==> src/rtl/seven_segment_pkg.sv <==
// Shared constants and types for the seven_segment_scanner display block.
// Glyphs are active-low, segment A..G on bits [0]..[6].
package seven_segment_pkg;

    localparam logic [6:0] SEG_BLANK_N = 7'h7F;

    localparam logic [6:0] GLYPH_0_N = 7'h40;
    localparam logic [6:0] GLYPH_1_N = 7'h79;
    localparam logic [6:0] GLYPH_2_N = 7'h24;
    localparam logic [6:0] GLYPH_3_N = 7'h30;
    localparam logic [6:0] GLYPH_4_N = 7'h19;
    localparam logic [6:0] GLYPH_5_N = 7'h12;
    localparam logic [6:0] GLYPH_6_N = 7'h02;
    localparam logic [6:0] GLYPH_7_N = 7'h78;
    localparam logic [6:0] GLYPH_8_N = 7'h00;
    localparam logic [6:0] GLYPH_9_N = 7'h10;
    localparam logic [6:0] GLYPH_A_N = 7'h08;
    localparam logic [6:0] GLYPH_B_N = 7'h03;
    localparam logic [6:0] GLYPH_C_N = 7'h46;
    localparam logic [6:0] GLYPH_D_N = 7'h21;
    localparam logic [6:0] GLYPH_E_N = 7'h06;
    localparam logic [6:0] GLYPH_F_N = 7'h0E;

    // One digit of a display bank; a bank is a packed array of these.
    typedef struct packed {
        logic [3:0] data;
        logic       dp;
        logic       en;
    } digit_t;

endpackage

==> src/rtl/seven_segment_scanner_seg7_hex_decode.sv <==
// Combinational hex nibble to active-low seven-segment glyph.
module seg7_hex_decode
    import seven_segment_pkg::*;
(
    input  logic [3:0] hexVal,
    output logic [6:0] segN
);

    // Glyph lookup
    always_comb begin
        segN = SEG_BLANK_N;
        case (hexVal)
            4'h0:    segN = GLYPH_0_N;
            4'h1:    segN = GLYPH_1_N;
            4'h2:    segN = GLYPH_2_N;
            4'h3:    segN = GLYPH_3_N;
            4'h4:    segN = GLYPH_4_N;
            4'h5:    segN = GLYPH_5_N;
            4'h6:    segN = GLYPH_6_N;
            4'h7:    segN = GLYPH_7_N;
            4'h8:    segN = GLYPH_8_N;
            4'h9:    segN = GLYPH_9_N;
            4'hA:    segN = GLYPH_A_N;
            4'hB:    segN = GLYPH_B_N;
            4'hC:    segN = GLYPH_C_N;
            4'hD:    segN = GLYPH_D_N;
            4'hE:    segN = GLYPH_E_N;
            4'hF:    segN = GLYPH_F_N;
            default: segN = SEG_BLANK_N;
        endcase
    end

endmodule

==> src/rtl/seven_segment_scanner.sv <==
// Double-buffered, time-multiplexed 7-segment scanner with active-low anodes/cathodes.
// Optional feature macro: SEG_DIMMING_EN (adds the brightness port and on-window shortening).
module seven_segment_scanner
    import seven_segment_pkg::*;
#(
    parameter int NUM_DIGITS     = 8,
    parameter int REFRESH_CYCLES = 100000,
    parameter int BLANK_CYCLES   = 1000
) (
    input  logic                    clk,
    input  logic                    rst_n,
    input  logic                    wr_valid,
    input  logic [4*NUM_DIGITS-1:0] wr_data,
    input  logic [NUM_DIGITS-1:0]   wr_dp,
    input  logic [NUM_DIGITS-1:0]   wr_en,
`ifdef SEG_DIMMING_EN
    input  logic [3:0]              brightness,
`endif
    output logic                    update_pending,
    output logic                    frame_start,
    output logic [6:0]              seg_n,
    output logic                    dp_n,
    output logic [NUM_DIGITS-1:0]   an_n
);

    localparam int TICK_W = (REFRESH_CYCLES > 1) ? $clog2(REFRESH_CYCLES) : 1;
    localparam int IDX_W  = $clog2(NUM_DIGITS);
    localparam logic [TICK_W-1:0] TICK_LAST = TICK_W'(REFRESH_CYCLES - 1);
    localparam logic [TICK_W-1:0] TICK_ONE  = TICK_W'(1);
    localparam logic [TICK_W-1:0] TICK_ZERO = TICK_W'(0);
    localparam logic [TICK_W-1:0] BLANK_T   = TICK_W'(BLANK_CYCLES);
    localparam logic [IDX_W-1:0]  IDX_LAST  = IDX_W'(NUM_DIGITS - 1);
    localparam logic [IDX_W-1:0]  IDX_ONE   = IDX_W'(1);
    localparam logic [IDX_W-1:0]  IDX_ZERO  = IDX_W'(0);

    logic [TICK_W-1:0]             tickCnt_r;
    logic [IDX_W-1:0]              digitIdx_r;
    digit_t [NUM_DIGITS-1:0]       shadowBank_r;
    digit_t [NUM_DIGITS-1:0]       activeBank_r;
    digit_t [NUM_DIGITS-1:0]       wrBank_s;
    logic                          pending_r;
    logic                          frameStart_r;
    logic [6:0]                    segN_r;
    logic                          dpN_r;
    logic [NUM_DIGITS-1:0]         anN_r;
    logic                          tickWrap_s;
    logic                          frameWrap_s;
    digit_t                        curDigit_s;
    logic [6:0]                    glyph_s;
    logic                          inWindow_s;
    logic [NUM_DIGITS-1:0]         anNext_s;

    assign tickWrap_s  = (tickCnt_r == TICK_LAST);
    assign frameWrap_s = tickWrap_s && (digitIdx_r == IDX_LAST);
    assign curDigit_s  = activeBank_r[digitIdx_r];

    // Repack the flat write ports into a digit bank
    always_comb begin
        wrBank_s = '0;
        for (int i = 0; i < NUM_DIGITS; i++) begin
            wrBank_s[i].data = wr_data[4*i +: 4];
            wrBank_s[i].dp   = wr_dp[i];
            wrBank_s[i].en   = wr_en[i];
        end
    end

    seg7_hex_decode uDecode (
        .hexVal (curDigit_s.data),
        .segN   (glyph_s)
    );

`ifdef SEG_DIMMING_EN
    logic [3:0]  bright_r;
    logic [3:0]  brightEff_s;
    logic [31:0] winEnd_s;

    // Hold the brightness level captured at the start of each slot
    always_ff @(posedge clk or negedge rst_n) begin
        if (!rst_n) begin
            bright_r <= 4'd0;
        end else if (tickCnt_r == TICK_ZERO) begin
            bright_r <= brightness;
        end else begin
            bright_r <= bright_r;
        end
    end

    // Tick 0 sees the live port so the slot uses the value sampled at its own start
    always_comb begin
        brightEff_s = bright_r;
        if (tickCnt_r == TICK_ZERO) begin
            brightEff_s = brightness;
        end else begin
            brightEff_s = bright_r;
        end
        winEnd_s   = 32'(BLANK_CYCLES)
                   + ((32'(REFRESH_CYCLES - BLANK_CYCLES) * (32'(brightEff_s) + 32'd1)) >> 4);
        inWindow_s = (32'(tickCnt_r) >= 32'(BLANK_CYCLES)) && (32'(tickCnt_r) < winEnd_s);
    end
`else
    assign inWindow_s = (tickCnt_r >= BLANK_T);
`endif

    // Anode select: one digit low during its on-window, only if enabled
    always_comb begin
        anNext_s = {NUM_DIGITS{1'b1}};
        if (curDigit_s.en && inWindow_s) begin
            anNext_s[digitIdx_r] = 1'b0;
        end else begin
            anNext_s = {NUM_DIGITS{1'b1}};
        end
    end

    // Slot tick and digit index counters
    always_ff @(posedge clk or negedge rst_n) begin
        if (!rst_n) begin
            tickCnt_r  <= TICK_ZERO;
            digitIdx_r <= IDX_ZERO;
        end else if (tickWrap_s) begin
            tickCnt_r <= TICK_ZERO;
            if (digitIdx_r == IDX_LAST) begin
                digitIdx_r <= IDX_ZERO;
            end else begin
                digitIdx_r <= digitIdx_r + IDX_ONE;
            end
        end else begin
            tickCnt_r  <= tickCnt_r + TICK_ONE;
            digitIdx_r <= digitIdx_r;
        end
    end

    // Shadow bank capture and pending flag; a write on the wrap cycle stays pending
    always_ff @(posedge clk or negedge rst_n) begin
        if (!rst_n) begin
            shadowBank_r <= '0;
            pending_r    <= 1'b0;
        end else if (wr_valid) begin
            shadowBank_r <= wrBank_s;
            pending_r    <= 1'b1;
        end else if (frameWrap_s) begin
            shadowBank_r <= shadowBank_r;
            pending_r    <= 1'b0;
        end else begin
            shadowBank_r <= shadowBank_r;
            pending_r    <= pending_r;
        end
    end

    // Promotion only at the frame boundary keeps a frame tear-free
    always_ff @(posedge clk or negedge rst_n) begin
        if (!rst_n) begin
            activeBank_r <= '0;
        end else if (frameWrap_s && pending_r) begin
            activeBank_r <= shadowBank_r;
        end else begin
            activeBank_r <= activeBank_r;
        end
    end

    // Output registers, one cycle behind (idx, tick)
    always_ff @(posedge clk or negedge rst_n) begin
        if (!rst_n) begin
            frameStart_r <= 1'b0;
            segN_r       <= SEG_BLANK_N;
            dpN_r        <= 1'b1;
            anN_r        <= {NUM_DIGITS{1'b1}};
        end else begin
            frameStart_r <= (digitIdx_r == IDX_ZERO) && (tickCnt_r == TICK_ZERO);
            anN_r        <= anNext_s;
            if (curDigit_s.en) begin
                segN_r <= glyph_s;
                dpN_r  <= ~curDigit_s.dp;
            end else begin
                segN_r <= SEG_BLANK_N;
                dpN_r  <= 1'b1;
            end
        end
    end

    assign update_pending = pending_r;
    assign frame_start    = frameStart_r;
    assign seg_n          = segN_r;
    assign dp_n           = dpN_r;
    assign an_n           = anN_r;

endmodule

==> config.mk <==
export PLATFORM = sky130hd
export DESIGN_NAME = seven_segment_scanner
export DESIGN_NICKNAME = d
export VERILOG_FILES = /design/src/rtl/seven_segment_pkg.sv /design/src/rtl/seven_segment_scanner_seg7_hex_decode.sv /design/src/rtl/seven_segment_scanner.sv
export SDC_FILE = /design/constraint.sdc
export NUM_CORES = 1
export LEC_CHECK = 0
export ABC_CLOCK_PERIOD_IN_PS = 8600
export CAP_MARGIN = 20
export CORE_MARGIN = 5
export CORE_UTILIZATION = 55
export DETAILED_ROUTE_END_ITERATION = 16
export PLACE_DENSITY = 0.78
export SLEW_MARGIN = 20
export SYNTH_ARGS = -nofsm -noshare
export SYNTH_HDL_FRONTEND = slang
export SYNTH_HIERARCHICAL = 1
export SYNTH_SLANG_ARGS = --single-unit
==> constraint.sdc <==
create_clock -name clk -period 8.6 [get_ports clk]
set_input_delay 2.15 -clock clk [delete_from_list [all_inputs] [get_ports clk]]
set_output_delay 2.15 -clock clk [all_outputs]
set_load 0.1 [all_outputs]
# Word-level counts from Yosys, hierarchy flattened
# Memory sizes are Yosys's and may differ from the RTL's.
# Cells that the tools add are included.
# W data, S select, Z words.
dict set report op_classes {
  order_cmp 3
  muxes 11
  n_eq_ne 2
  n_addsub 2
  n_reduce_logical 8
  bitwise_logic 2
}
# operator n
set ops {}
lappend ops {{$bmux W6 S3} 1}
lappend ops {{$add A17 B1 Y17 const B} 1}
lappend ops {{$eq A17 B17 Y1 const B} 1}
lappend ops {{$ge A17 B10 Y1 const B} 1}
lappend ops {{$logic_not A17 Y1} 1}
lappend ops {{$mux W17} 1}
lappend ops {{$mux W8} 1}
lappend ops {{$not A8 Y8} 1}
lappend ops {{$mux W7} 1}
lappend ops {{$mux W6} 1}
lappend ops {{$logic_and A1 B1 Y1} 5}
lappend ops {{$lt A3 B4 Y1 const B} 1}
lappend ops {{$mux W1} 4}
lappend ops {{$add A3 B1 Y3 const B} 1}
lappend ops {{$demux W1 S3} 1}
lappend ops {{$eq A3 B3 Y1 const B} 1}
lappend ops {{$ge A3 B1 Y1 const B} 1}
lappend ops {{$logic_not A3 Y1} 1}
lappend ops {{$mux W3} 1}
lappend ops {{$reduce_bool A2 Y1} 1}
lappend ops {{$not A1 Y1} 1}
dict set report totals {
  input_bits 51
  elab_cells 84
  reg_bits 134
  mem_bits_ro 112
  memories 1
}
# memory depth word_bits read_ports rd_ports_with_merged_regs write_ports line
set mem_list {}
lappend mem_list {{(no name shown)} 16 7 1 0 0 seven_segment_scanner_seg7_hex_decode.sv:12} ;# case (hexVal)

# Logic depth before layout (Yosys ltp)
# Gate-level depths: netlist of run 1.
dict set report logic_depth {
  depth_word 6
  depth_mapped 13
}

# Hierarchy
# The synthesis of run 1 kept the hierarchy.
# mod cells_per_inst instances area_each_um2 seq_area_each_um2
set by_module_without_submodules {}
lappend by_module_without_submodules {seven_segment_scanner 407 1 5686.7 3373.2}
lappend by_module_without_submodules {seg7_hex_decode 35 1 270.3 0.0}

# Least setup slack after synthesis of run 1
# Ideal clock, no wire load.
dict set report synth_timing {
  path_type {input-to-reg}
  from {input wr_valid}
  to {register shadowBank_r[0] in the netlist's numbering}
  n_path_buf 2
  path_stages 3
  arrival_ps 3003
  setup_ps 125
  path_slack_ps 5472
  path_cell_list {clkbuf_1 clkbuf_1 mux2_2}
}
# element line
set synth_rtl {}
lappend synth_rtl {{from (decl)} seven_segment_scanner.sv:12} ;# input logic wr_valid,
lappend synth_rtl {{to (signal assigned)} seven_segment_scanner.sv:138} ;# shadowBank_r <= wrBank_s;
lappend synth_rtl {{to (signal assigned)} seven_segment_scanner.sv:141} ;# shadowBank_r <= shadowBank_r;
lappend synth_rtl {{to (signal assigned)} seven_segment_scanner.sv:144} ;# shadowBank_r <= shadowBank_r;
lappend synth_rtl {{to (decl)} seven_segment_scanner.sv:38} ;# digit_t [NUM_DIGITS-1:0] shadowBank_r;
# No word-level cell between the ends.

# Worst setup path after layout of run 1
dict set report layout_timing {
  from {register segN_r[1], in the netlist seg_n[1]}
  to {output seg_n[1]}
}
# element line
set layout_rtl {}
lappend layout_rtl {{from (decl)} seven_segment_scanner.sv:43} ;# logic [6:0] segN_r;
lappend layout_rtl {{from (signal assigned)} seven_segment_scanner.sv:171} ;# segN_r <= glyph_s;
lappend layout_rtl {{to (decl)} seven_segment_scanner.sv:21} ;# output logic [6:0] seg_n,
# No word-level cell between the ends.

==> qor.json, run 1 <==
{
  "timing_worst_slew_pin_value": {"value": 0.993, "unit": "ns"},
  "clock.fmax": {"value": 232, "unit": "MHz"},
  "path_class": {"value": "reg -> out"},
  "grt_setup_unrepaired": {"value": "no"},
  "drt_first_pass_iters": {"value": 4},
  "grt_usage": {"value": 19.2, "unit": "%"},
  "syn_inst": {"value": 442},
  "asyncSetResetFlopFracSynth": {"value": 100, "unit": "%"},
  "seq_power_share": {"value": 47.5, "unit": "%"},
  "drc_errors": {"value": 0},
  "cts.hold.buffers_added": {"value": 0},
  "place_congestion": {"value": 0.835},
  "insertedDiodeCount": {"value": 0},
  "synth_seq_cells": {"value": 134},
  "post_cts_resize_count": {"value": 0},
  "layout.cells.most_common_list": {"value": "sky130_fd_sc_hd__dfrtp_1 (118), sky130_fd_sc_hd__mux2_2 (82), sky130_fd_sc_hd__clkdlybuf4s50_1 (66)"},
  "cts_inserted_buffers": {"value": 17},
  "groute.layer.met2.usage": {"value": 29.9, "unit": "%"},
  "wl_per_cell": {"value": 17.6, "unit": "um"},
  "cts_tree": {"value": "yes"},
  "io_pins": {"value": 69},
  "fill_cells": {"value": 803},
  "setup.reg_to_reg.worst_slack": {"value": 4.78, "unit": "ns"},
  "gr-usage-met1": {"value": 25.7, "unit": "%"},
  "synth_edf_count": {"value": 0},
  "ctsLongestPathBuffers": {"value": 2},
  "internal_power": {"value": 1.11, "unit": "mW"},
  "ir_drop": {"value": 0.138, "unit": "mV"},
  "critPathLaunch": {"value": "seg_n[1]"},
  "floorplan.die.width": {"value": 114, "unit": "um"},
  "syn-cell-area": {"value": 5960, "unit": "um2"},
  "crit_chain": {"value": "clkdlybuf4s50_1"},
  "proportion_of_layout_cells_with_a_drive_suffix_above_1": {"value": 31.1, "unit": "%"},
  "critPathSlowestCell": {"value": "sky130_fd_sc_hd__clkdlybuf4s50_1"},
  "switching_share": {"value": 20.8, "unit": "%"},
  "crit_path_end_kind": {"value": "primary output"},
  "syn-mean-instance-area": {"value": 13.5, "unit": "um2"},
  "max-cap-violations": {"value": 0},
  "die-height": {"value": 114, "unit": "um"},
  "required_time_at_the_endpoint_of_the_critical_path": {"value": 6.45, "unit": "ns"},
  "final_util": {"value": 67.8, "unit": "%"},
  "ys_seq_area_share": {"value": 56.6, "unit": "%"},
  "nNetsFinal": {"value": 569},
  "setup_violations": {"value": 0},
  "worst_hold_startpoint": {"value": "shadowBank_r[34]"},
  "finalCritPeriodShare": {"value": 50.2, "unit": "%"},
  "arrival_worst_endpoint": {"value": 2.17, "unit": "ns"},
  "via_count": {"value": 3595},
  "finalCriticalPeriod": {"value": 4.32, "unit": "ns"},
  "drt.antenna.violating_nets": {"value": 0},
  "grt.overflow.total": {"value": 0},
  "critPathLaunchType": {"value": "flop"},
  "groute.layer.met3.usage": {"value": 4.44, "unit": "%"},
  "fin_worst_skew": {"value": 0.00966, "unit": "ns"},
  "start_util": {"value": 55.4, "unit": "%"},
  "max-slew-margin-rel": {"value": 33.8, "unit": "%"},
  "hold_path.class": {"value": "reg -> reg"},
  "p_comb_share": {"value": 4.6, "unit": "%"},
  "crit_buf_inv": {"value": 1},
  "clock_latency": {"value": 0.52, "unit": "ns"},
  "clock_root_buffer": {"value": "sky130_fd_sc_hd__clkbuf_8"},
  "synth_cell_types": {"value": 43},
  "share_clk_of_total_power": {"value": 47.9, "unit": "%"},
  "cts.sinks": {"value": 134},
  "synthToLayoutAreaGrowth": {"value": 22.2, "unit": "%"},
  "place.port_buffers": {"value": 68},
  "avgViaCountPerCell": {"value": 5.46},
  "crit_path_max_fanout": {"value": 1},
  "total_leakage_power": {"value": 3.24, "unit": "nW"},
  "core": {"value": 10700, "unit": "um2"},
  "dp_hpwl": {"value": 7600, "unit": "um"},
  "via_count_of_the_first_global_routing_pass": {"value": 3876},
  "worstReg2RegStart": {"value": "digitIdx_r[1]"},
  "postSynth.topFlopCell": {"value": "sky130_fd_sc_hd__dfrtp_1"},
  "ys.warnings.count": {"value": 6},
  "cp_top_family": {"value": "buffers and inverters"},
  "die_area": {"value": 13000, "unit": "um2"},
  "syn_nets": {"value": 505},
  "final_hold_vio_count": {"value": 0},
  "routed_wl": {"value": 11600, "unit": "um"},
  "path_clk_slew": {"value": 0.06, "unit": "ns"},
  "grt_pass1_wl": {"value": 19500, "unit": "um"},
  "postCtsSetupBuffers": {"value": 0},
  "report.power.total": {"value": 1.40, "unit": "mW"},
  "antenna_violations_before_repair": {"value": 0},
  "setup-tns-final": {"value": 0, "unit": "ns"},
  "cp_slowest_stage_delay": {"value": 1.13, "unit": "ns"},
  "final_max_slew_viol_count": {"value": 0},
  "layout.cells.most_common": {"value": "sky130_fd_sc_hd__dfrtp_1"},
  "grt_max_degree": {"value": 74},
  "status": {"value": "finished, final reports clean"},
  "power.net_switching": {"value": 0.293, "unit": "mW"},
  "cts.htree.levels": {"value": 4},
  "row_count": {"value": 38},
  "power_density": {"value": 193, "unit": "nW/um2"},
  "most_crowded_layer_gr": {"value": "met2"},
  "first_iter_violations": {"value": 154}
}
## worst paths after layout
kind / endpoint / cells past startpoint
min in group asynchronous: activeBank_r[24] / 1
worst min-delay path: activeBank_r[34] / 1
worst max-delay path: seg_n[1] / 1
worst min register to register: activeBank_r[34] / 1
worst max register to register: seg_n[3] / 9
max in group asynchronous: shadowBank_r[27] / 2
## cell usage after synthesis (5+ instances only)
master	n	share of area [%]
sky130_fd_sc_hd__dfrtp_1	118	50
sky130_fd_sc_hd__mux2_2	82	16
sky130_fd_sc_hd__nor2_1	25	1.6
sky130_fd_sc_hd__mux2_4	20	5.0
sky130_fd_sc_hd__dfstp_2	16	7.1
sky130_fd_sc_hd__nand4_1	15	1.6
sky130_fd_sc_hd__clkbuf_1	13	0.82
sky130_fd_sc_hd__ha_1	12	2.5
sky130_fd_sc_hd__o21ai_0	11	0.92
sky130_fd_sc_hd__mux2i_1	10	1.7
sky130_fd_sc_hd__nand2_1	10	0.63
sky130_fd_sc_hd__inv_1	9	0.57
sky130_fd_sc_hd__nand2b_1	9	0.95
sky130_fd_sc_hd__nand3_1	9	0.76
sky130_fd_sc_hd__a21oi_1	7	0.59
sky130_fd_sc_hd__xnor2_1	7	1.0
sky130_fd_sc_hd__xor2_1	7	1.0
sky130_fd_sc_hd__buf_2	6	0.50
sky130_fd_sc_hd__nor4_1	6	0.63
sky130_fd_sc_hd__a221oi_1	5	0.74
sky130_fd_sc_hd__nor3_1	5	0.42
## power by group through the flow
stage	sequential, mW	clock (mW)	combinational (mW)
floorplan	0.672	0	0.0279
global placement	0.677	0	0.0642
detailed placement	0.678	0	0.0663
CTS	0.667	0.683	0.0667
global route	0.670	0.711	0.0720
finish	0.667	0.673	0.0649
## cells by family (layout without fill, tap and decap cells)
group	after synthesis	in the layout	synth area share [%]
DFF	134	134	56.6
muxes	115	115	23.4
xor gates and xnor gates	14	14	2.06
buffers and inverters	37	113	2.96
AOI/OAI and AO/OA	37	37	3.97
adders and majority gates	12	12	2.52
and+or+nand+nor	93	93	8.51
## per-stage QoR
stage / cell area (um2) / cells / hold slack, ns / worst slack (ns)
final: 7280 / 658 / 0.496 / 4.28
after floorplan: 5960 / 442 / 0.464 / 5.47
after global placement: 6690 / 626 / 0.482 / 4.83
after CTS: 7250 / 657 / 0.505 / 4.24
after detailed placement: 6690 / 626 / 0.491 / 4.81
after global routing: 7280 / 658 / 0.520 / 4.24
## state kept, by name, indices dropped and copies added, names as in the netlist
signal	flops
seg_n	7
tickCnt_r	17
digitIdx_r	3
dp_n	1
frame_start	1
shadowBank_r	48
an_n	8
activeBank_r	48
update_pending	1
## layout make-up
cell class | instances | area (um2) | area share, %
Clock buffer | 23 | 487 | 6.68
Tap cell | 140 | 175 | 2.41
Sequential cell | 134 | 3370 | 46.3
Inverter | 11 | 41.3 | 0.567
Timing Repair Buffer | 71 | 711 | 9.76
Multi-Input combinational cell | 271 | 2420 | 33.3
Clock inverter | 8 | 72.6 | 0.997
## metal layers
metal	vias up	share of wire (%)
met5	-	0
met4	0	1.6
met2	81	49
met1	1791	45
li1	1707	-
met3	16	4.0
Note: power is estimated with default switching activity, not from simulation.
==> run 2, diff against run 1 <==
ABC_CLOCK_PERIOD_IN_PS = 3600   (was 8600)
CORE_UTILIZATION = 50   (was 55)
PLACE_DENSITY = 0.74   (was 0.78)
clock period = 3.6 ns   (was 8.6 ns; I/O delays follow)
==> run 2 against run 1 <==
Effect of this change: clock power grew to 3.0 times the previous value; non-clock buffer count is 6 higher; register-to-register slack worse by 4.2 ns; worst hold slack better by 0.0063 ns; global-route usage is 1.2 points lower; critical endpoint is now seg_n[3].
==> qor.json, run 2 (synthesis gave the netlist of run 1 again) <==
{
  "grt_setup_unrepaired": {"value": "no", "change": "unchanged"},
  "via_count": {"value": 3615, "change": "was 3595"},
  "synthToLayoutAreaGrowth": {"value": 24.6, "unit": "%", "change": "was 22.2%"},
  "cts.htree.levels": {"value": 4, "change": "unchanged"},
  "grt_pass1_wl": {"value": 20200, "unit": "um", "change": "was 19500 um"},
  "finalCriticalPeriod": {"value": 2.99, "unit": "ns"},
  "layout.cells.most_common": {"value": "sky130_fd_sc_hd__dfrtp_1", "change": "unchanged"},
  "routed_wl": {"value": 11800, "unit": "um", "change": "was 11600 um"},
  "grt_usage": {"value": 18.0, "unit": "%", "change": "was 19.2%"},
  "io_pins": {"value": 69, "change": "unchanged"},
  "max-slew-margin-rel": {"value": 39.0, "unit": "%", "change": "was 33.8%"},
  "power_density": {"value": 509, "unit": "nW/um2", "change": "was 193 nW/um2"},
  "top_regs": {"value": "activeBank_r (48), shadowBank_r (48), tickCnt_r (17)", "change": "unchanged"},
  "clock_latency": {"value": 0.41, "unit": "ns", "change": "was 0.52 ns"},
  "cts.hold.buffers_added": {"value": 0, "change": "unchanged"},
  "critical_path.endpoint": {"value": "seg_n[3]", "change": "was seg_n[1]"},
  "setup_violations": {"value": 0, "change": "unchanged"},
  "timing_worst_slew_pin_value": {"value": 0.915, "unit": "ns", "change": "was 0.993 ns"},
  "proportion_of_layout_cells_with_a_drive_suffix_above_1": {"value": 35.4, "unit": "%", "change": "was 31.1%"},
  "fin_worst_skew": {"value": 0.00687, "unit": "ns", "change": "was 0.00966 ns"},
  "cts_inserted_buffers": {"value": 17, "change": "unchanged"},
  "floorplan.die.width": {"value": 119, "unit": "um", "change": "was 114 um"},
  "stdcell_area": {"value": 7420, "unit": "um2", "change": "was 7280 um2"},
  "antenna_violations_before_repair": {"value": 0, "change": "unchanged"},
  "endpoint_of_the_worst_slack_reg_to_reg_timing_path": {"value": "seg_n[3]", "change": "unchanged"},
  "final_util": {"value": 64.2, "unit": "%", "change": "was 67.8%"},
  "max-cap-violations": {"value": 0, "change": "unchanged"},
  "r2r.worst_path.cells": {"value": 8, "change": "was 9"},
  "layout.cells.most_common_list": {"value": "sky130_fd_sc_hd__dfrtp_1 (118), sky130_fd_sc_hd__mux2_2 (82), sky130_fd_sc_hd__clkdlybuf4s50_1 (48)", "change": "was sky130_fd_sc_hd__dfrtp_1 (118), sky130_fd_sc_hd__mux2_2 (82), sky130_fd_sc_hd__clkdlybuf4s50_1 (66)"},
  "avgViaCountPerCell": {"value": 5.41, "change": "was 5.46"},
  "crit_path_max_fanout": {"value": 21, "change": "was 1"},
  "path_class": {"value": "reg -> reg", "change": "was reg -> out"},
  "via_count_of_the_first_global_routing_pass": {"value": 3820, "change": "was 3876"},
  "core": {"value": 11600, "unit": "um2", "change": "was 10700 um2"},
  "insertedDiodeCount": {"value": 0, "change": "unchanged"},
  "place_area": {"value": 6720, "unit": "um2", "change": "was 6690 um2"},
  "postCtsSetupBuffers": {"value": 0, "change": "unchanged"},
  "clock.fmax": {"value": 334, "unit": "MHz"},
  "grt.overflow.total": {"value": 0, "change": "unchanged"},
  "nNetsFinal": {"value": 575, "change": "was 569"},
  "report.power.total": {"value": 3.78, "unit": "mW", "change": "was 1.40 mW"},
  "worstReg2RegStart": {"value": "digitIdx_r[2]", "change": "was digitIdx_r[1]"},
  "setup.reg_to_reg.worst_slack": {"value": 0.61, "unit": "ns", "change": "was 4.78 ns"},
  "critPathLaunchType": {"value": "flop", "change": "unchanged"},
  "arrival_worst_endpoint": {"value": 3.34, "unit": "ns", "change": "was 2.17 ns"},
  "setup-tns-final": {"value": 0, "unit": "ns", "change": "unchanged"},
  "final_max_slew_viol_count": {"value": 0, "change": "unchanged"},
  "place.port_buffers": {"value": 68, "change": "unchanged"},
  "drt_first_pass_iters": {"value": 5, "change": "was 4"},
  "place_congestion": {"value": 0.881, "change": "was 0.835"},
  "ir_drop": {"value": 0.326, "unit": "mV", "change": "was 0.138 mV"},
  "hold_path.class": {"value": "reg -> reg", "change": "unchanged"},
  "place.detailed.instances": {"value": 636, "change": "was 626"},
  "ctsLongestPathBuffers": {"value": 2, "change": "unchanged"},
  "drt.antenna.violating_nets": {"value": 0, "change": "unchanged"},
  "post_layout_cell_count": {"value": 668, "change": "was 658"},
  "critPathLaunch": {"value": "digitIdx_r[2]", "change": "was seg_n[1]"},
  "die-height": {"value": 119, "unit": "um", "change": "was 114 um"},
  "grt_max_degree": {"value": 63, "change": "was 74"},
  "cts.sinks": {"value": 134, "change": "unchanged"},
  "required_time_at_the_endpoint_of_the_critical_path": {"value": 3.94, "unit": "ns", "change": "was 6.45 ns"},
  "row_count": {"value": 39, "change": "was 38"},
  "start_util": {"value": 51.5, "unit": "%", "change": "was 55.4%"},
  "cts_tree": {"value": "yes", "change": "unchanged"},
  "path_clk_slew": {"value": 0.06, "unit": "ns", "change": "about the same"},
  "first_iter_violations": {"value": 235, "change": "was 154"},
  "crit_path_end_kind": {"value": "flop", "change": "was primary output"},
  "clock_root_buffer": {"value": "sky130_fd_sc_hd__clkbuf_16", "change": "was sky130_fd_sc_hd__clkbuf_8"},
  "final_hold_vio_count": {"value": 0, "change": "unchanged"},
  "total_leakage_power": {"value": 3.34, "unit": "nW", "change": "was 3.24 nW"},
  "finalCritPeriodShare": {"value": 83.1, "unit": "%"},
  "die_area": {"value": 14200, "unit": "um2", "change": "was 13000 um2"},
  "drc_errors": {"value": 0, "change": "unchanged"},
  "wl_per_cell": {"value": 17.7, "unit": "um", "change": "was 17.6 um"},
  "post_cts_resize_count": {"value": 0, "change": "unchanged"},
  "dp_hpwl": {"value": 8150, "unit": "um", "change": "was 7600 um"},
  "status": {"value": "finished, final reports clean", "change": "unchanged"}
}
## run 2: metrics by stage
stage	setup WS (ns)	hold WS, ns
floorplan	0.786	0.464
global placement	0.845	0.486
detailed placement	0.655	0.493
CTS	0.644	0.507
global route	0.337	0.516
finish	0.607	0.503
## run 2: layout make-up
| cell class | instances | area [um2] |
|---|---|---|
| clock buffer | 19 | 453 |
| clock inverter | 13 | 250 |
| fill | 851 | 4140 |
| inverter | 11 | 41.3 |
| multi-input combinational | 271 | 2420 |
| sequential | 134 | 3370 |
| tap | 143 | 179 |
| timing repair buffer | 77 | 708 |
## run 2: power by group
part	switching, mW	internal [mW]	total (mW)	leakage, nW
clock	0.625	1.40	2.03	0.343
combinational	0.0593	0.0982	0.158	1.30
sequential	0.0322	1.56	1.59	1.69
total	0.716	3.06	3.78	3.34
## run 2: layer usage
layer | vias to the layer above | wire length (um) | global-route usage (%)
li1 | 1725 | - | -
met5 | - | 0 | 0
met1 | 1782 | 5430 | 25.4
met3 | 20 | 566 | 5.26
met2 | 88 | 5600 | 26.7
met4 | 0 | 226 | 6.52
## run 2: worst min-delay path by stage
| stage | start | to | slack (ns) | cells past startpoint |
|---|---|---|---|---|
| after floorplan | tickCnt_r[8] | tickCnt_r[8] | 0.46 | 1 |
| after global placement | activeBank_r[28] | activeBank_r[28] | 0.49 | 1 |
| after detailed placement | shadowBank_r[5] | activeBank_r[5] | 0.49 | 1 |
| after CTS | shadowBank_r[5] | activeBank_r[5] | 0.51 | 1 |
| after global routing | activeBank_r[34] | activeBank_r[34] | 0.52 | 1 |
| final | activeBank_r[13] | activeBank_r[13] | 0.50 | 1 |
## run 2: critical path, stage by stage (launching register included)
cell and delay, ns:
sky130_fd_sc_hd__dfrtp_1 0.60, sky130_fd_sc_hd__nor2_1 0.45, sky130_fd_sc_hd__a221oi_1 0.16, sky130_fd_sc_hd__o22ai_1 0.51, sky130_fd_sc_hd__inv_1 0.22, sky130_fd_sc_hd__ha_1 0.34
sky130_fd_sc_hd__inv_1 0.05, sky130_fd_sc_hd__mux4_2 0.43, sky130_fd_sc_hd__nand2b_1 0.15
==> run 3, diff against run 2 <==
ABC_CLOCK_PERIOD_IN_PS = 2710   (was 3600)
clock period = 2.71 ns   (was 3.6 ns; I/O delays follow)
==> run 3 against run 2 <==
Effect of this change: clock-buffer cell count unchanged; critical endpoint unchanged; worst hold slack got worse by 0.15 ns; die area unchanged; total power increased by 20%; combinational power increased by 33%; non-clock buffer count increased by 7; sequential power increased by 33%; via count increased by 1.4%; clock power increased by 9%; clock skew increased by 0.0079 ns; critical path type unchanged; critical path depth decreased by 1.
==> qor.json, run 3 (synthesis gave the netlist of run 1 again) <==
{
  "power_density": {"value": 617, "unit": "nW/um2", "change": "was 509 nW/um2"},
  "place_congestion": {"value": 0.917, "change": "was 0.881"},
  "row_count": {"value": 39, "change": "unchanged"},
  "nNetsFinal": {"value": 582, "change": "was 575"},
  "critPathLaunchType": {"value": "flop", "change": "unchanged"},
  "max-slew-margin-rel": {"value": 51.6, "unit": "%", "change": "was 39.0%"},
  "crit_chain": {"value": "mux2_2 > a221oi_1 > o22ai_1 > buf_4 > ha_1 > mux4_2 > nand2b_1", "change": "was nor2_1 > a221oi_1 > o22ai_1 > inv_1 > ha_1 > inv_1 > mux4_2 > nand2b_1"},
  "routed_wl": {"value": 11700, "unit": "um", "change": "was 11800 um"},
  "finalCriticalPeriod": {"value": 2.48, "unit": "ns", "change": "was 2.99 ns"},
  "postCtsSetupBuffers": {"value": 0, "change": "unchanged"},
  "max-cap-violations": {"value": 0, "change": "unchanged"},
  "cts.htree.levels": {"value": 4, "change": "unchanged"},
  "multiInputGateArea": {"value": 2420, "unit": "um2", "change": "unchanged"},
  "total_leakage_power": {"value": 3.32, "unit": "nW", "change": "was 3.34 nW"},
  "hold_path.class": {"value": "in -> async", "change": "was reg -> reg"},
  "r2r.worst_path.cells": {"value": 7, "change": "was 8"},
  "fin_worst_hold_slack": {"value": 0.354, "unit": "ns", "change": "was 0.503 ns"},
  "wl_per_cell": {"value": 17.4, "unit": "um", "change": "was 17.7 um"},
  "crit_path_end_kind": {"value": "flop", "change": "unchanged"},
  "setup.reg_to_reg.worst_slack": {"value": 0.23, "unit": "ns", "change": "was 0.61 ns"},
  "first_iter_violations": {"value": 222, "change": "was 235"},
  "top_regs": {"value": "activeBank_r (48), shadowBank_r (48), tickCnt_r (17)", "change": "unchanged"},
  "setup_violations": {"value": 0, "change": "unchanged"},
  "p_comb_share": {"value": 4.6, "unit": "%", "change": "was 4.2%"},
  "grt_setup_unrepaired": {"value": "no", "change": "unchanged"},
  "setup-tns-final": {"value": 0, "unit": "ns", "change": "unchanged"},
  "post_layout_cell_count": {"value": 675, "change": "was 668"},
  "arrival_worst_endpoint": {"value": 2.81, "unit": "ns", "change": "was 3.34 ns"},
  "path_class": {"value": "reg -> reg", "change": "unchanged"},
  "critPathSlowestCell": {"value": "sky130_fd_sc_hd__dfrtp_1", "change": "unchanged"},
  "io_pins": {"value": 69, "change": "unchanged"},
  "final_hold_vio_count": {"value": 0, "change": "unchanged"},
  "ctsLongestPathBuffers": {"value": 2, "change": "unchanged"},
  "clock_latency": {"value": 0.41, "unit": "ns", "change": "about the same"},
  "required_time_at_the_endpoint_of_the_critical_path": {"value": 3.04, "unit": "ns", "change": "was 3.94 ns"},
  "drc_errors": {"value": 0, "change": "unchanged"},
  "synthToLayoutAreaGrowth": {"value": 23.9, "unit": "%", "change": "was 24.6%"},
  "post_cts_resize_count": {"value": 0, "change": "unchanged"},
  "via_count_of_the_first_global_routing_pass": {"value": 3901, "change": "was 3820"},
  "internal_power": {"value": 3.60, "unit": "mW", "change": "was 3.06 mW"},
  "die_area": {"value": 14200, "unit": "um2", "change": "unchanged"},
  "share_clk_of_total_power": {"value": 48.9, "unit": "%", "change": "was 53.6%"},
  "switching_share": {"value": 20.9, "unit": "%", "change": "was 18.9%"},
  "via_count": {"value": 3664, "change": "was 3615"},
  "drt_first_pass_iters": {"value": 5, "change": "unchanged"},
  "proportion_of_layout_cells_with_a_drive_suffix_above_1": {"value": 36.3, "unit": "%", "change": "was 35.4%"},
  "cts.hold.buffers_added": {"value": 0, "change": "unchanged"},
  "endpoint_of_the_worst_slack_reg_to_reg_timing_path": {"value": "seg_n[3]", "change": "unchanged"},
  "grt_pass1_wl": {"value": 20100, "unit": "um", "change": "was 20200 um"},
  "grt_max_degree": {"value": 135, "change": "was 63"},
  "drt.antenna.violating_nets": {"value": 0, "change": "unchanged"},
  "start_util": {"value": 51.5, "unit": "%", "change": "unchanged"},
  "avgViaCountPerCell": {"value": 5.43, "change": "was 5.41"},
  "cp_slowest_stage_delay": {"value": 0.59, "unit": "ns", "change": "was 0.60 ns"},
  "fin_worst_skew": {"value": 0.0147, "unit": "ns", "change": "was 0.00687 ns"},
  "power.net_switching": {"value": 0.950, "unit": "mW", "change": "was 0.716 mW"},
  "sequential_cell_area": {"value": 3370, "unit": "um2", "change": "unchanged"},
  "dp_hpwl": {"value": 8180, "unit": "um", "change": "was 8150 um"},
  "fill_cells": {"value": 873, "change": "was 851"},
  "floorplan.die.width": {"value": 119, "unit": "um", "change": "unchanged"},
  "finalCritPeriodShare": {"value": 91.6, "unit": "%", "change": "was 83.1%"},
  "die-height": {"value": 119, "unit": "um", "change": "unchanged"},
  "worstReg2RegStart": {"value": "digitIdx_r[0]", "change": "was digitIdx_r[2]"},
  "timing_worst_slew_pin_value": {"value": 0.727, "unit": "ns", "change": "was 0.915 ns"},
  "place.port_buffers": {"value": 68, "change": "unchanged"},
  "crit_buf_inv": {"value": 1, "change": "was 2"},
  "layout.cells.most_common": {"value": "sky130_fd_sc_hd__dfrtp_1", "change": "unchanged"},
  "final_max_slew_viol_count": {"value": 0, "change": "unchanged"},
  "cts_inserted_buffers": {"value": 17, "change": "unchanged"},
  "place.detailed.instances": {"value": 643, "change": "was 636"},
  "core": {"value": 11600, "unit": "um2", "change": "unchanged"},
  "cp_top_family": {"value": "multiplexers", "change": "was compound AO/OA/AOI/OAI gates"},
  "clock_root_buffer": {"value": "sky130_fd_sc_hd__clkbuf_16", "change": "unchanged"},
  "ir_drop": {"value": 0.528, "unit": "mV", "change": "was 0.326 mV"},
  "grt_usage": {"value": 17.8, "unit": "%", "change": "was 18.0%"},
  "layout.cells.most_common_list": {"value": "sky130_fd_sc_hd__dfrtp_1 (118), sky130_fd_sc_hd__mux2_2 (82), sky130_fd_sc_hd__clkdlybuf4s50_1 (48)", "change": "unchanged"},
  "grt.overflow.total": {"value": 0, "change": "unchanged"},
  "cts.sinks": {"value": 134, "change": "unchanged"},
  "path_clk_slew": {"value": 0.06, "unit": "ns", "change": "about the same"},
  "clock.fmax": {"value": 403, "unit": "MHz", "change": "was 334 MHz"},
  "crit_path_max_fanout": {"value": 13, "change": "was 21"},
  "insertedDiodeCount": {"value": 0, "change": "unchanged"},
  "seq_power_share": {"value": 46.5, "unit": "%", "change": "was 42.2%"},
  "antenna_violations_before_repair": {"value": 0, "change": "unchanged"},
  "status": {"value": "finished, final reports clean", "change": "unchanged"},
  "cts_tree": {"value": "yes", "change": "unchanged"}
}
run 3: cell count changes in the layout (fill, tap and decap cells not counted), sizes merged:
cell | before | now
buf | 29 | 36
bufinv | 7 | 2
clkinv | 6 | 7
clkinvlp | 1 | 5
run 3: worst max path at each step:
stage,start,end,cells after the start
after CTS,digitIdx_r[0],seg_n[3],7
after global routing,digitIdx_r[0],seg_n[3],8
final,digitIdx_r[0],seg_n[3],7
after detailed placement,digitIdx_r[0],seg_n[3],7
after global placement,digitIdx_r[0],seg_n[3],7
after floorplan,digitIdx_r[1],seg_n[3],12
run 3: worst register-to-register path, stage by stage, from the launching register on:
cell and delay, ns:
sky130_fd_sc_hd__dfrtp_1 0.59, sky130_fd_sc_hd__mux2_2 0.40, sky130_fd_sc_hd__a221oi_1 0.25, sky130_fd_sc_hd__o22ai_1 0.14, sky130_fd_sc_hd__buf_4 0.17, sky130_fd_sc_hd__ha_1 0.24
sky130_fd_sc_hd__mux4_2 0.46, sky130_fd_sc_hd__nand2b_1 0.16
run 3: routing by layer:
layer	global-route usage, %	routed length, um
met3	4.60	487
met5	0	0
met4	6.15	89
met1	24.0	5330
met2	28.0	5810
run 3: through the flow:
stage	utilization [%]	setup slack (ns)	instance area [um2]	power, mW
finish	63.8	0.229	7380	4.55
global route	63.8	0.0787	7380	4.72
CTS	63.8	0.228	7380	4.61
detailed placement	58.8	0.241	6800	2.37
global placement	58.8	0.338	6800	2.36
floorplan	-	0.0186	5960	2.22
run 3: area by class of cell:
| type | count | share of cell area, % |
|---|---|---|
| sequential | 134 | 45.7 |
| multi-input combinational | 271 | 32.7 |
| timing repair buffer | 84 | 10.6 |
| clock buffer | 19 | 6.14 |
| tap | 143 | 2.42 |
| clock inverter | 13 | 1.78 |
| inverter | 11 | 0.560 |
run 3: power by group through the flow:
stage | logic (mW) | registers [mW] | clock network [mW]
3_5_place_dp | 0.215 | 2.15 | 0
2_1_floorplan | 0.0884 | 2.13 | 0
5_1_grt | 0.234 | 2.13 | 2.36
4_1_cts | 0.217 | 2.12 | 2.28
3_3_place_gp | 0.208 | 2.15 | 0
6_report | 0.210 | 2.12 | 2.22
